### config.mk
export PLATFORM = sky130hd
export DESIGN_NAME = demux_seq_ctrl
export DESIGN_NICKNAME = d
export VERILOG_FILES = /design/src/rtl/demux_seq_pkg.sv /design/src/rtl/demux_seq_ctrl_rr_next_ch.sv /design/src/rtl/demux_seq_ctrl.sv
export SDC_FILE = /design/constraint.sdc
export NUM_CORES = 1
export LEC_CHECK = 0
export CAP_MARGIN = 10
export CORE_MARGIN = 1
export CORE_UTILIZATION = 52
export DETAILED_ROUTE_END_ITERATION = 16
export PLACE_DENSITY = 0.95
export SLEW_MARGIN = 25
export SYNTH_ARGS = -nofsm -noshare
export SYNTH_HDL_FRONTEND = slang
export SYNTH_SLANG_ARGS = --single-unit
### constraint.sdc
create_clock -name clk -period 10.3 [get_ports clk]
set_clock_uncertainty 0.05 [all_clocks]
set_input_delay 3.09 -clock clk [delete_from_list [all_inputs] [get_ports clk]]
set_output_delay 3.09 -clock clk [all_outputs]
set_load 0.01 [all_outputs]
### src/rtl/demux_seq_pkg.sv
// Shared types and helpers for the round-robin demux sequencer.
// Holds the channel count, the select width and the wrap-around first-set search.
package demux_seq_pkg;

  localparam int NCH  = 8;
  localparam int SELW = 3;

  typedef enum logic {IDLE, XFER} state_e;

  // Returns {found, index} of the first set mask bit at or after start, wrapping.
  // Walking the offsets downward lets the smallest offset overwrite the result last.
  function automatic logic [SELW:0] rr_first_set(input logic [NCH-1:0]  mask,
                                                 input logic [SELW-1:0] start);
    logic [SELW:0]   res;
    logic [SELW-1:0] idx;
    res = '0;
    for (int i = NCH - 1; i >= 0; i--) begin
      idx = start + SELW'(i);
      if (mask[idx]) res = {1'b1, idx};
    end
    return res;
  endfunction

endpackage

### src/rtl/demux_seq_ctrl_rr_next_ch.sv
// Combinational wrap-around search for the next enabled channel.
// found is low only when mask is empty.
module rr_next_ch
  import demux_seq_pkg::*;
(
  input  logic [NCH-1:0]  mask,
  input  logic [SELW-1:0] start,
  output logic [SELW-1:0] next,
  output logic            found
);

  assign {found, next} = rr_first_set(mask, start);

endmodule

### src/rtl/demux_seq_ctrl.sv
// Round-robin burst sequencer steering one valid/ready stream to eight channels.
// Optional per-channel saturating beat counters are enabled by DEMUX_SEQ_STATS_EN.
module demux_seq_ctrl
  import demux_seq_pkg::*;
#(
  parameter int WIDTH = 8,
  parameter int BURST = 4
) (
  input  logic             clk,
  input  logic             rst,
  input  logic [NCH-1:0]   en_mask,
  input  logic             in_valid,
  input  logic [WIDTH-1:0] in_data,
  output logic             in_ready,
  output logic [NCH-1:0]   out_valid,
  output logic [WIDTH-1:0] out_data,
  input  logic [NCH-1:0]   out_ready,
  output logic [SELW-1:0]  sel,
`ifdef DEMUX_SEQ_STATS_EN
  input  logic [SELW-1:0]  stat_ch,
  output logic [15:0]      stat_cnt,
`endif
  output logic             busy,
  output logic             burst_done
);

  localparam int              CNT_W    = (BURST > 1) ? $clog2(BURST) : 1;
  localparam logic [CNT_W-1:0] CNT_LAST = CNT_W'(BURST - 1);

  state_e            state_q, state_d;
  logic [SELW-1:0]   sel_q, sel_d;
  logic [CNT_W-1:0]  cnt_q, cnt_d;
  logic [SELW-1:0]   search_start;
  logic [SELW-1:0]   nxt_ch;
  logic              nxt_found;
  logic              beat;

  // IDLE may re-grant the current channel; a turn ending in XFER searches past it.
  assign search_start = (state_q == XFER) ? sel_q + SELW'(1) : sel_q;

  rr_next_ch u_rr_next_ch (
    .mask  (en_mask),
    .start (search_start),
    .next  (nxt_ch),
    .found (nxt_found)
  );

  assign out_data = in_data;
  assign sel      = sel_q;

  always_comb begin
    state_d    = state_q;
    sel_d      = sel_q;
    cnt_d      = cnt_q;
    in_ready   = 1'b0;
    out_valid  = '0;
    burst_done = 1'b0;
    busy       = 1'b0;
    beat       = 1'b0;
    case (state_q)
      IDLE: begin
        if (en_mask != '0) begin
          state_d = XFER;
          sel_d   = nxt_ch;
          cnt_d   = '0;
        end
      end
      XFER: begin
        busy = 1'b1;
        if (en_mask[sel_q]) begin
          in_ready  = out_ready[sel_q];
          out_valid = in_valid ? ({{(NCH-1){1'b0}}, 1'b1} << sel_q) : '0;
          beat      = in_valid && out_ready[sel_q];
          if (beat) begin
            if (cnt_q == CNT_LAST) begin
              burst_done = 1'b1;
              cnt_d      = '0;
              if (nxt_found) sel_d = nxt_ch;
              else           state_d = IDLE;
            end else begin
              cnt_d = cnt_q + CNT_W'(1);
            end
          end
        end else begin
          // Channel dropped mid-turn: abandon the turn without a burst_done pulse.
          cnt_d = '0;
          if (nxt_found) sel_d = nxt_ch;
          else           state_d = IDLE;
        end
      end
      default: state_d = IDLE;
    endcase
    if (rst) begin
      in_ready   = 1'b0;
      out_valid  = '0;
      burst_done = 1'b0;
      busy       = 1'b0;
      beat       = 1'b0;
    end
  end

  always_ff @(posedge clk) begin
    if (rst) begin
      state_q <= IDLE;
      sel_q   <= '0;
      cnt_q   <= '0;
    end else begin
      state_q <= state_d;
      sel_q   <= sel_d;
      cnt_q   <= cnt_d;
    end
  end

`ifdef DEMUX_SEQ_STATS_EN
  logic [15:0] stat_q [NCH];
  logic [15:0] stat_d [NCH];

  always_comb begin
    stat_d = stat_q;
    if (beat && (stat_q[sel_q] != 16'hFFFF)) stat_d[sel_q] = stat_q[sel_q] + 16'd1;
  end

  always_ff @(posedge clk) begin
    if (rst) begin
      for (int i = 0; i < NCH; i++) stat_q[i] <= '0;
    end else begin
      stat_q <= stat_d;
    end
  end

  assign stat_cnt = stat_q[stat_ch];
`endif

endmodule

### Word-level counts from Yosys, hierarchy flattened

Cells that the tools add are included.

| word-level totals | value |
|---|---|
| bits in registers | 6 |
| output and inout bits | 22 |
| word-level logic and storage cells | 91 |
| input bits | 27 |

| cells by class | value |
|---|---|
| bitwise logic cells | 1 |
| shifts and indexed selects | 1 |
| mux-type cells | 60 |
| order comparisons | 9 |
| add/sub/neg operators | 9 |
| eq/ne operators | 4 |
| reductions and logical operators | 4 |

Operators with widths:

| kind | count |
|---|---|
| $lt 3x4->1 const B | 9 |
| $mux 4 | 8 |
| $mux 8 | 4 |
| $bmux 1 s3 | 10 |
| $mux 1 | 25 |
| $mux 3 | 6 |
| $add 3x3->3 const B | 4 |
| $mux 2 | 4 |
| $reduce_bool 8->1 | 1 |
| $shl 1x3->8 const A | 1 |
| $add 3x1->3 const B | 2 |
| $add 3x2->3 const B | 2 |
| $ne 3x2->1 const B | 2 |
| $pmux 3 s2 | 1 |
| $pmux 2 s2 | 1 |
| $reduce_and 3->1 | 1 |
| $add 2x1->2 const B | 1 |
| $eq 2x2->1 const B | 1 |
| $ne 2x2->1 const B | 1 |
| $pmux 1 s2 | 1 |
| $reduce_and 2->1 | 1 |
| $logic_and 1x1->1 | 1 |
| $not 1->1 | 1 |

### Logic depth before layout (Yosys ltp)

Gate-level depths: netlist of run 1.

| logic depth | value |
|---|---|
| depth after elaboration | 18 |
| gate-level depth with buffers | 18 |
| depth with buffers taken out | 12 |

### Hierarchy

From an unflattened synthesis of run 1, not the netlist that was laid out.

| second synthesis, totals | value |
|---|---|
| cells, all modules | 178 |
| area total of the unflattened synthesis | 1596.5 µm² |

Modules (own cells, without submodules):

| module | cells an instance | area each (µm²) | sequential area each (µm²) | times used |
|---|---|---|---|---|
| rr_next_ch | 86 | 834.6 | 0.0 | 1 |
| demux_seq_ctrl | 92 | 762.0 | 120.1 | 1 |

### Worst setup path after synthesis of run 1

Ideal clock, no wire load.

| timing | value |
|---|---|
| path type | input port to output port |
| from | input en_mask[3] |
| to | output out_valid[3] |
| stages on the path | 7 |
| buffers on the path | 1 |
| arrival | 4.448 ns |
| required time | 7.160 ns |
| setup slack | 2.712 ns |
| cells stage by stage | clkbuf_1 mux4_2 and2_1 a31o_1 nand2_1 nor2_1 and3_1 |

| between the ends | value |
|---|---|
| word-level cells in the longest chain between the ends | 5 |

RTL lines:

| what | RTL line | text |
|---|---|---|
| from (decl) | demux_seq_ctrl.sv:11 | `input logic [NCH-1:0] en_mask,` |
| $bmux 1 s3 | demux_seq_ctrl.sv:70 | `if (en_mask[sel_q]) begin` |
| $mux 1 (not written as such) | demux_seq_ctrl.sv:70 |  |
| $mux 8 | demux_seq_ctrl.sv:70 |  |
| $mux 8 | demux_seq_ctrl.sv:60 | `case (state_q)` |
| $mux 8 | demux_seq_ctrl.sv:93 | `if (rst) begin` |
| to (decl) | demux_seq_ctrl.sv:15 | `output logic [NCH-1:0] out_valid,` |

Every way passes these cells. The select of a mux whose other input is x is not followed.

### Worst setup path in the final report of run 1

| timing | value |
|---|---|
| from | input en_mask[3] |
| to | output out_valid[0] |

The elaborated chain is that of the path after synthesis.

==> results.md, run 1 <==
- WHS Path Cells: 2
- Status: finished clean
- GR Overflow Total: 0
- Clock Path Buffers: 2
- Max VDD drop: between 100 and 150 µV
- Sequential cell area: roughly 120 µm²
- Fillers: about 280
- Number of library cell types mapped by synthesis: 52
- Area Overhead vs Synth: 15.5%
- Hold_buf cts: 0
- Min-delay worst type: reg -> reg
- Count of final setup violators: 0
- DRT iter0 DRCs: 70
- Post-synth top area share: 0.0930
- Initial Util: 0.551
- Clk sinks: 6
- Cell taking the most area after synthesis: mux4_2
- I/O Pins: approximately 50
- Vias: approximately 1.8k
- Minimum hold slack: 0.426 ns
- Post-cts resize count: 0
- Lkg Pwr: 0.753 nW
- Placer Congestion: between 0.9 and 1
- Multi-input logic area: between 1000 and 1500 µm²
- Total CTS buffers: 3
- CP Launch Type: primary input
- Async SR Flop Fraction: 0
- Top_reg_cell synth: dfxtp_1
- Clock power frac: 0.047
- Gate power share: 0.850
- Routed Antenna Nets: 0
- Drt pass-1 iters: 4
- Layout cells sized above 1: 0.0943
- Ant diodes: 0
- Via density per instance: 6.34
- Slowest-stage cell, CP: clkdlybuf4s50_1
- Synthesized area per cell: ~7.2 µm²
- PD cells: 230 nW/µm²
- Seq pwr share: 0.103
- Rows: 20
- Setup_tns: 0 ns
- Clock transition at path regs: around 0.040 ns
- CTS tree: yes
- CP endpoint kind: output pin
- FF+latch count, synth: 6
- Syn. warnings: 0
- Net Sw Frac: 0.536
- Die Ht: around 59 µm
- H-tree depth: 1
- Nets: 282
- Critical path's largest stage delay: roughly 0.68 ns
- Final-report hold violation count: 0
- HPWL Detailed: around 3500 µm
- Die W: ~59 µm
- CP arrival: around 5.5 ns
- Vias in the first global route: 1,695
- Crit-path cells: clkdlybuf4s50_1 -> mux4_2 -> and2_1 -> a31o_1 -> nand2_1 -> nor2_1 -> nand2_1 -> nor2_1 -> clkdlybuf4s50_1
- Worst path depth: 9
- Port Buffers: 32
- Core outline area: ~3000 µm²
- Overall routing resource usage: 0.284
- Post-synthesis cell area: around 1700 µm²
- Buf+Inv Stages, Crit Path: 2
- Post-layout min period: about 8.6 ns
- Avg WL per Cell: 15.5 µm
- CTS root buf: clkbuf_4
- Die ar.: ~3500 µm²
- Post-synth EDFFs: 0
- RSZ-0062 raised after global routing: false
- Final Routed Wirelength: 4480 µm
- Crit Path Max Fanout: 10
- Worst-Margin Slew: 0.874 ns
- Synth area leaders: mux4_2, nand2_1, dfxtp_1
- Pins over their slew limit: 0
- Setup CP Type: in -> out
- Psw: approximately 0.00024 W
- Residual DRC: 0
- First-pass GRT wire length: around 7700 µm
- Slew HR: 0.414
- Critical Path RT: roughly 7.2 ns
- Post-CTS setup buffer count: 0
- Worst-Skew Late Latency: roughly 0.24 ns
- Final period util: 0.838
- Largest net degree at the start of global routing: 18
- Max-cap violations: 0
- Initial antenna violation count: 0
- Post-synth net total: 270
- F_max: 116 MHz
- CP top delay family: buffers and inverters
- P_int: between 0.0002 and 0.00025 W
- Post-synthesis sequential area ratio: 0.0708
- Mapped Cells: between 200 and 250
- R2R cell count: 11
==> cell families after synthesis <==
kind of cell | Yosys count | synth area share
simple gates | 94 | 0.261
flops | 6 | 0.0709
fa+ha+maj | 9 | 0.0664
xor+xnor | 3 | 0.0199
mux | 28 | 0.227
compound gates | 59 | 0.254
buf+inv | 35 | 0.102
==> final timing paths <==
| check | from | slack [ns] | to |
|---|---|---|---|
| worst max-delay path | en_mask[3] | 1.67 | out_valid[0] |
| worst min-delay path | cnt_q[1] | 0.43 | cnt_q[1] |
| worst max register to register | sel[0] | 5.92 | sel[0] |
| worst min register to register | cnt_q[1] | 0.43 | cnt_q[1] |
==> per-stage QoR <==
stage / power, W / setup WS, ns / util / cell area [µm²] / cells
2_1_floorplan: 0.000350 / 2.71 / - / 1700 / 234
3_3_place_gp: 0.000409 / 1.77 / 0.629 / 1940 / 285
3_5_place_dp: 0.000421 / 1.69 / 0.629 / 1940 / 285
4_1_cts: 0.000444 / 1.68 / 0.636 / 1960 / 288
5_1_grt: 0.000493 / 1.49 / 0.636 / 1960 / 288
6_report: 0.000450 / 1.67 / 0.636 / 1960 / 288
==> final cells by class <==
cell class / instances / share of cell area
flip-flops and latches: 6 / 0.0613
inverters: 10 / 0.0192
multi-input cells: 193 / 0.716
well taps: 44 / 0.0281
clock buffers: 3 / 0.0115
repair buffers: 32 / 0.164
==> sequential cells by signal, indices dropped and copies added, names as in the netlist <==
signal and cells:
cnt_q 2, state_q 1, sel 3
==> cell usage after synthesis (5+ instances only) <==
| library cell | count |
|---|---|
| nor3_1 | 7 |
| mux2i_1 | 11 |
| dfxtp_1 | 6 |
| buf_4 | 8 |
| mux4_2 | 7 |
| nand3_1 | 7 |
| o21ai_0 | 7 |
| ha_1 | 9 |
| nor2_1 | 19 |
| a21oi_1 | 11 |
| clkbuf_1 | 12 |
| and2_1 | 7 |
| inv_1 | 9 |
| o31ai_1 | 5 |
| nand2_1 | 37 |
| mux2_2 | 7 |
==> power by group through the flow <==
stage	combinational, W	clock, W	sequential (W)
after floorplan	0.000314	0	0.0000357
after global placement	0.000363	0	0.0000465
after detailed placement	0.000374	0	0.0000467
after CTS	0.000376	0.0000217	0.0000463
after global routing	0.000420	0.0000236	0.0000489
final	0.000383	0.0000212	0.0000462
==> worst register-to-register path, delay by kind of cell, from the launching register on <==
kind	cells	cell delay [ns]
flops	1	0.78
compound gates	5	1.46
buf+inv	2	0.31
simple gates	1	0.32
mux	1	0.57
fa+ha+maj	2	0.79
==> per-layer routing <==
layer,GRT usage,wire length (µm),vias to the layer above
met3,0.0328,352,10
met1,0.349,1870,851
met4,0.0612,54,0
met5,0,0,-
li1,-,-,874
met2,0.526,2200,90
==> placed cells by master (no fill, tap or decap), types with 2 or more instances in the layout <==
master            n
a21o_1            2
o31ai_1           5
o22ai_1           4
mux2i_1          11
a31o_1            2
nand3_1           7
o21ai_1           3
a21oi_1          11
inv_1             9
mux2_2            7
nor2_1           19
and3_1            3
a22oi_1           2
o211ai_1          4
a2111oi_0         2
o21ai_0           7
or4_1             2
nand3b_1          2
clkdlybuf4s50_1  32
nor3_1            7
o221ai_1          2
a211o_1           3
nand2_1          37
clkbuf_4          3
a32oi_1           2
xnor2_1           2
mux4_2            7
mux2_1            2
and2_1            7
a221oi_1          2
or2_1             3
nor2b_1           2
dfxtp_1           6
o41ai_1           2
ha_1              9
(Power assumes the default switching activity.)
==> inputs of run 2 (changes only) <==
--- a/config.mk
+++ b/config.mk
@@ -7,9 +7,9 @@
 export LEC_CHECK = 0
 export CAP_MARGIN = 10
 export CORE_MARGIN = 1
-export CORE_UTILIZATION = 52
+export CORE_UTILIZATION = 49
 export DETAILED_ROUTE_END_ITERATION = 16
-export PLACE_DENSITY = 0.95
+export PLACE_DENSITY = 0.93
 export SLEW_MARGIN = 25
 export SYNTH_ARGS = -nofsm -noshare
 export SYNTH_HDL_FRONTEND = slang
==> constraint.sdc (replaced) <==
create_clock -name clk -period 8.59 [get_ports clk]
set_clock_uncertainty 0.05 [all_clocks]
set_input_delay 2.577 -clock clk [delete_from_list [all_inputs] [get_ports clk]]
set_output_delay 2.577 -clock clk [all_outputs]
set_load 0.01 [all_outputs]
==> run 2 against run 1 <==
Effect of this change:
- flip-flop and latch count unchanged
- non-clock buffer count unchanged
- first-iteration DRC count up 33%
- utilization down 2.0 points
- clock power up 19%
==> results.md, run 2 (synthesis results as in run 1) <==
- RSZ-0062 raised after global routing: false
- Post-CTS setup buffer count: 0
- Ant diodes: 0
- I/O Pins: 49
- GR peak layer: met2
- Pins over their slew limit: 0
- CTS root buf: clkbuf_4
- Max-cap violations: 0
- Global-route track usage on met2: 0.465
- Fillers: around 300
- Core outline area: 3180 µm²
- Overall routing resource usage: 0.273
- Vias: around 1.8k
- Psw: 0.000290 W
- P_int: 0.000251 W
- Post-layout min period: between 7 and 8 ns
- Sequential cell area: 120 µm²
- Final period util: 0.889
- Post-cts resize count: 0
- GR Overflow Total: 0
- Largest net degree at the start of global routing: 18
- PD cells: about 280 nW/µm²
- Avg WL per Cell: roughly 16 µm
- Clock power frac: 0.047
- Final Routed Wirelength: between 4000 and 5000 µm
- Lkg Pwr: about 0.75 nW
- Setup_tns: 0 ns
- Port Buffers: 32
- Final-report hold violation count: 0
- Max reg flops: 3
- HPWL Detailed: around 3500 µm
- Commonest non-fill, non-tap cells in the layout: nand2_1, clkdlybuf4s50_1, nor2_1, mux2i_1, a21oi_1
- Die Ht: approximately 61 µm
- Rows: 20
- Count of final setup violators: 0
- Max VDD drop: around 190 µV
- Worst-Skew Late Latency: roughly 0.24 ns
- Initial antenna violation count: 0
- Clock Path Buffers: 2
- First-pass GRT wire length: ~7600 µm
- Total CTS buffers: 3
- F_max: 131 MHz
- Layout cells sized above 1: 0.0943
- R2r startpoint: sel[0]
- H-tree depth: 1
- Clk sinks: 6
- Nets: around 280
- Slew HR: 0.383
- Routed Antenna Nets: 0
- Critical Path Start: en_mask[1]
- Seq pwr share: 0.105
- Via density per instance: roughly 6.4
- Net Sw Frac: 0.536
- Critical Path RT: between 5 and 6 ns
- Clock transition at path regs: around 0.040 ns
- Hold_sp: cnt_q[1]
- Min-delay worst type: reg -> reg
- Die W: 60.8 µm
- Status: finished clean
- Hold_buf cts: 0
- Crit Path Max Fanout: 10
- Most common cell after layout, fill and taps aside: nand2_1
- Total power: 0.000540 W
- GR Util met3: 0.0256
- Area Overhead vs Synth: 15.5%
- Setup CP Type: in -> out
- Worst-Margin Slew: roughly 0.92 ns
- Vias in the first global route: roughly 1.7k
- Share of the core filled with cells: 0.616
- CTS tree: yes
- Residual DRC: 0
- CP Launch Type: primary input
- Grt met1 use: 0.358
- Die ar.: roughly 3700 µm²
- DRT iter0 DRCs: 93
- Drt pass-1 iters: 4
- CP arrival: between 5 and 6 ns
- Multi-input logic area: about 1400 µm²
- Register-to-register setup slack: 4.28 ns
- Gate power share: 0.849
- Initial Util: 0.533
- CP endpoint kind: output pin
- Area after DPL: a little under 2000 µm²
- Cell area after layout: around 2000 µm²
- Placer Congestion: approximately 0.93
## run 2: worst paths after layout
kind | end | cells past startpoint
max reg2reg | sel[1] | 10
min reg2reg | cnt_q[1] | 2
min | cnt_q[1] | 2
max | out_valid[2] | 9
## run 2: power by group through the flow
stage | clock network, W | registers [W] | logic (W)
global route | 0.0000280 | 0.0000585 | 0.000503
finish | 0.0000252 | 0.0000565 | 0.000459
CTS | 0.0000268 | 0.0000564 | 0.000451
floorplan | 0 | 0.0000428 | 0.000376
global placement | 0 | 0.0000560 | 0.000437
detailed placement | 0 | 0.0000568 | 0.000448
## run 2: area by class of cell
cell class	count	area share
well taps	44	0.0281
repair buffers	32	0.164
clock buffers	3	0.0115
multi-input cells	193	0.716
inverters	10	0.0192
flip-flops and latches	6	0.0613
## run 2: metal layers
layer,share of wire,up-vias
li1,-,877
met1,0.43,872
met2,0.49,76
met3,0.073,8
met4,0.011,0
met5,0,-
## run 2: stage by stage
| step | hold slack, ns | worst slack [ns] | cells |
|---|---|---|---|
| 2_1_floorplan | 0.386 | 2.03 | 234 |
| 3_3_place_gp | 0.399 | 1.10 | 285 |
| 3_5_place_dp | 0.404 | 1.00 | 285 |
| 4_1_cts | 0.410 | 0.988 | 288 |
| 5_1_grt | 0.423 | 0.783 | 288 |
| 6_report | 0.411 | 0.949 | 288 |
## run 2: worst max-delay path: stages
cell and delay, ns:
clkdlybuf4s50_1 0.66, mux4_2 0.29, and2_1 0.13, a31o_1 0.12, nand2_1 0.12, nor2_1 0.29
nand2_1 0.14, nor2_1 0.14, clkdlybuf4s50_1 0.55
==> inputs of run 3 (changes only) <==
--- a/config.mk
+++ b/config.mk
@@ -8,6 +8,7 @@
 export CAP_MARGIN = 10
 export CORE_MARGIN = 1
 export CORE_UTILIZATION = 49
+export CTS_CLUSTER_SIZE = 16
 export DETAILED_ROUTE_END_ITERATION = 16
 export PLACE_DENSITY = 0.93
 export SLEW_MARGIN = 25
==> results of run 3 <==
No change in the layout: final DEF, timing and power equal those of run 2.
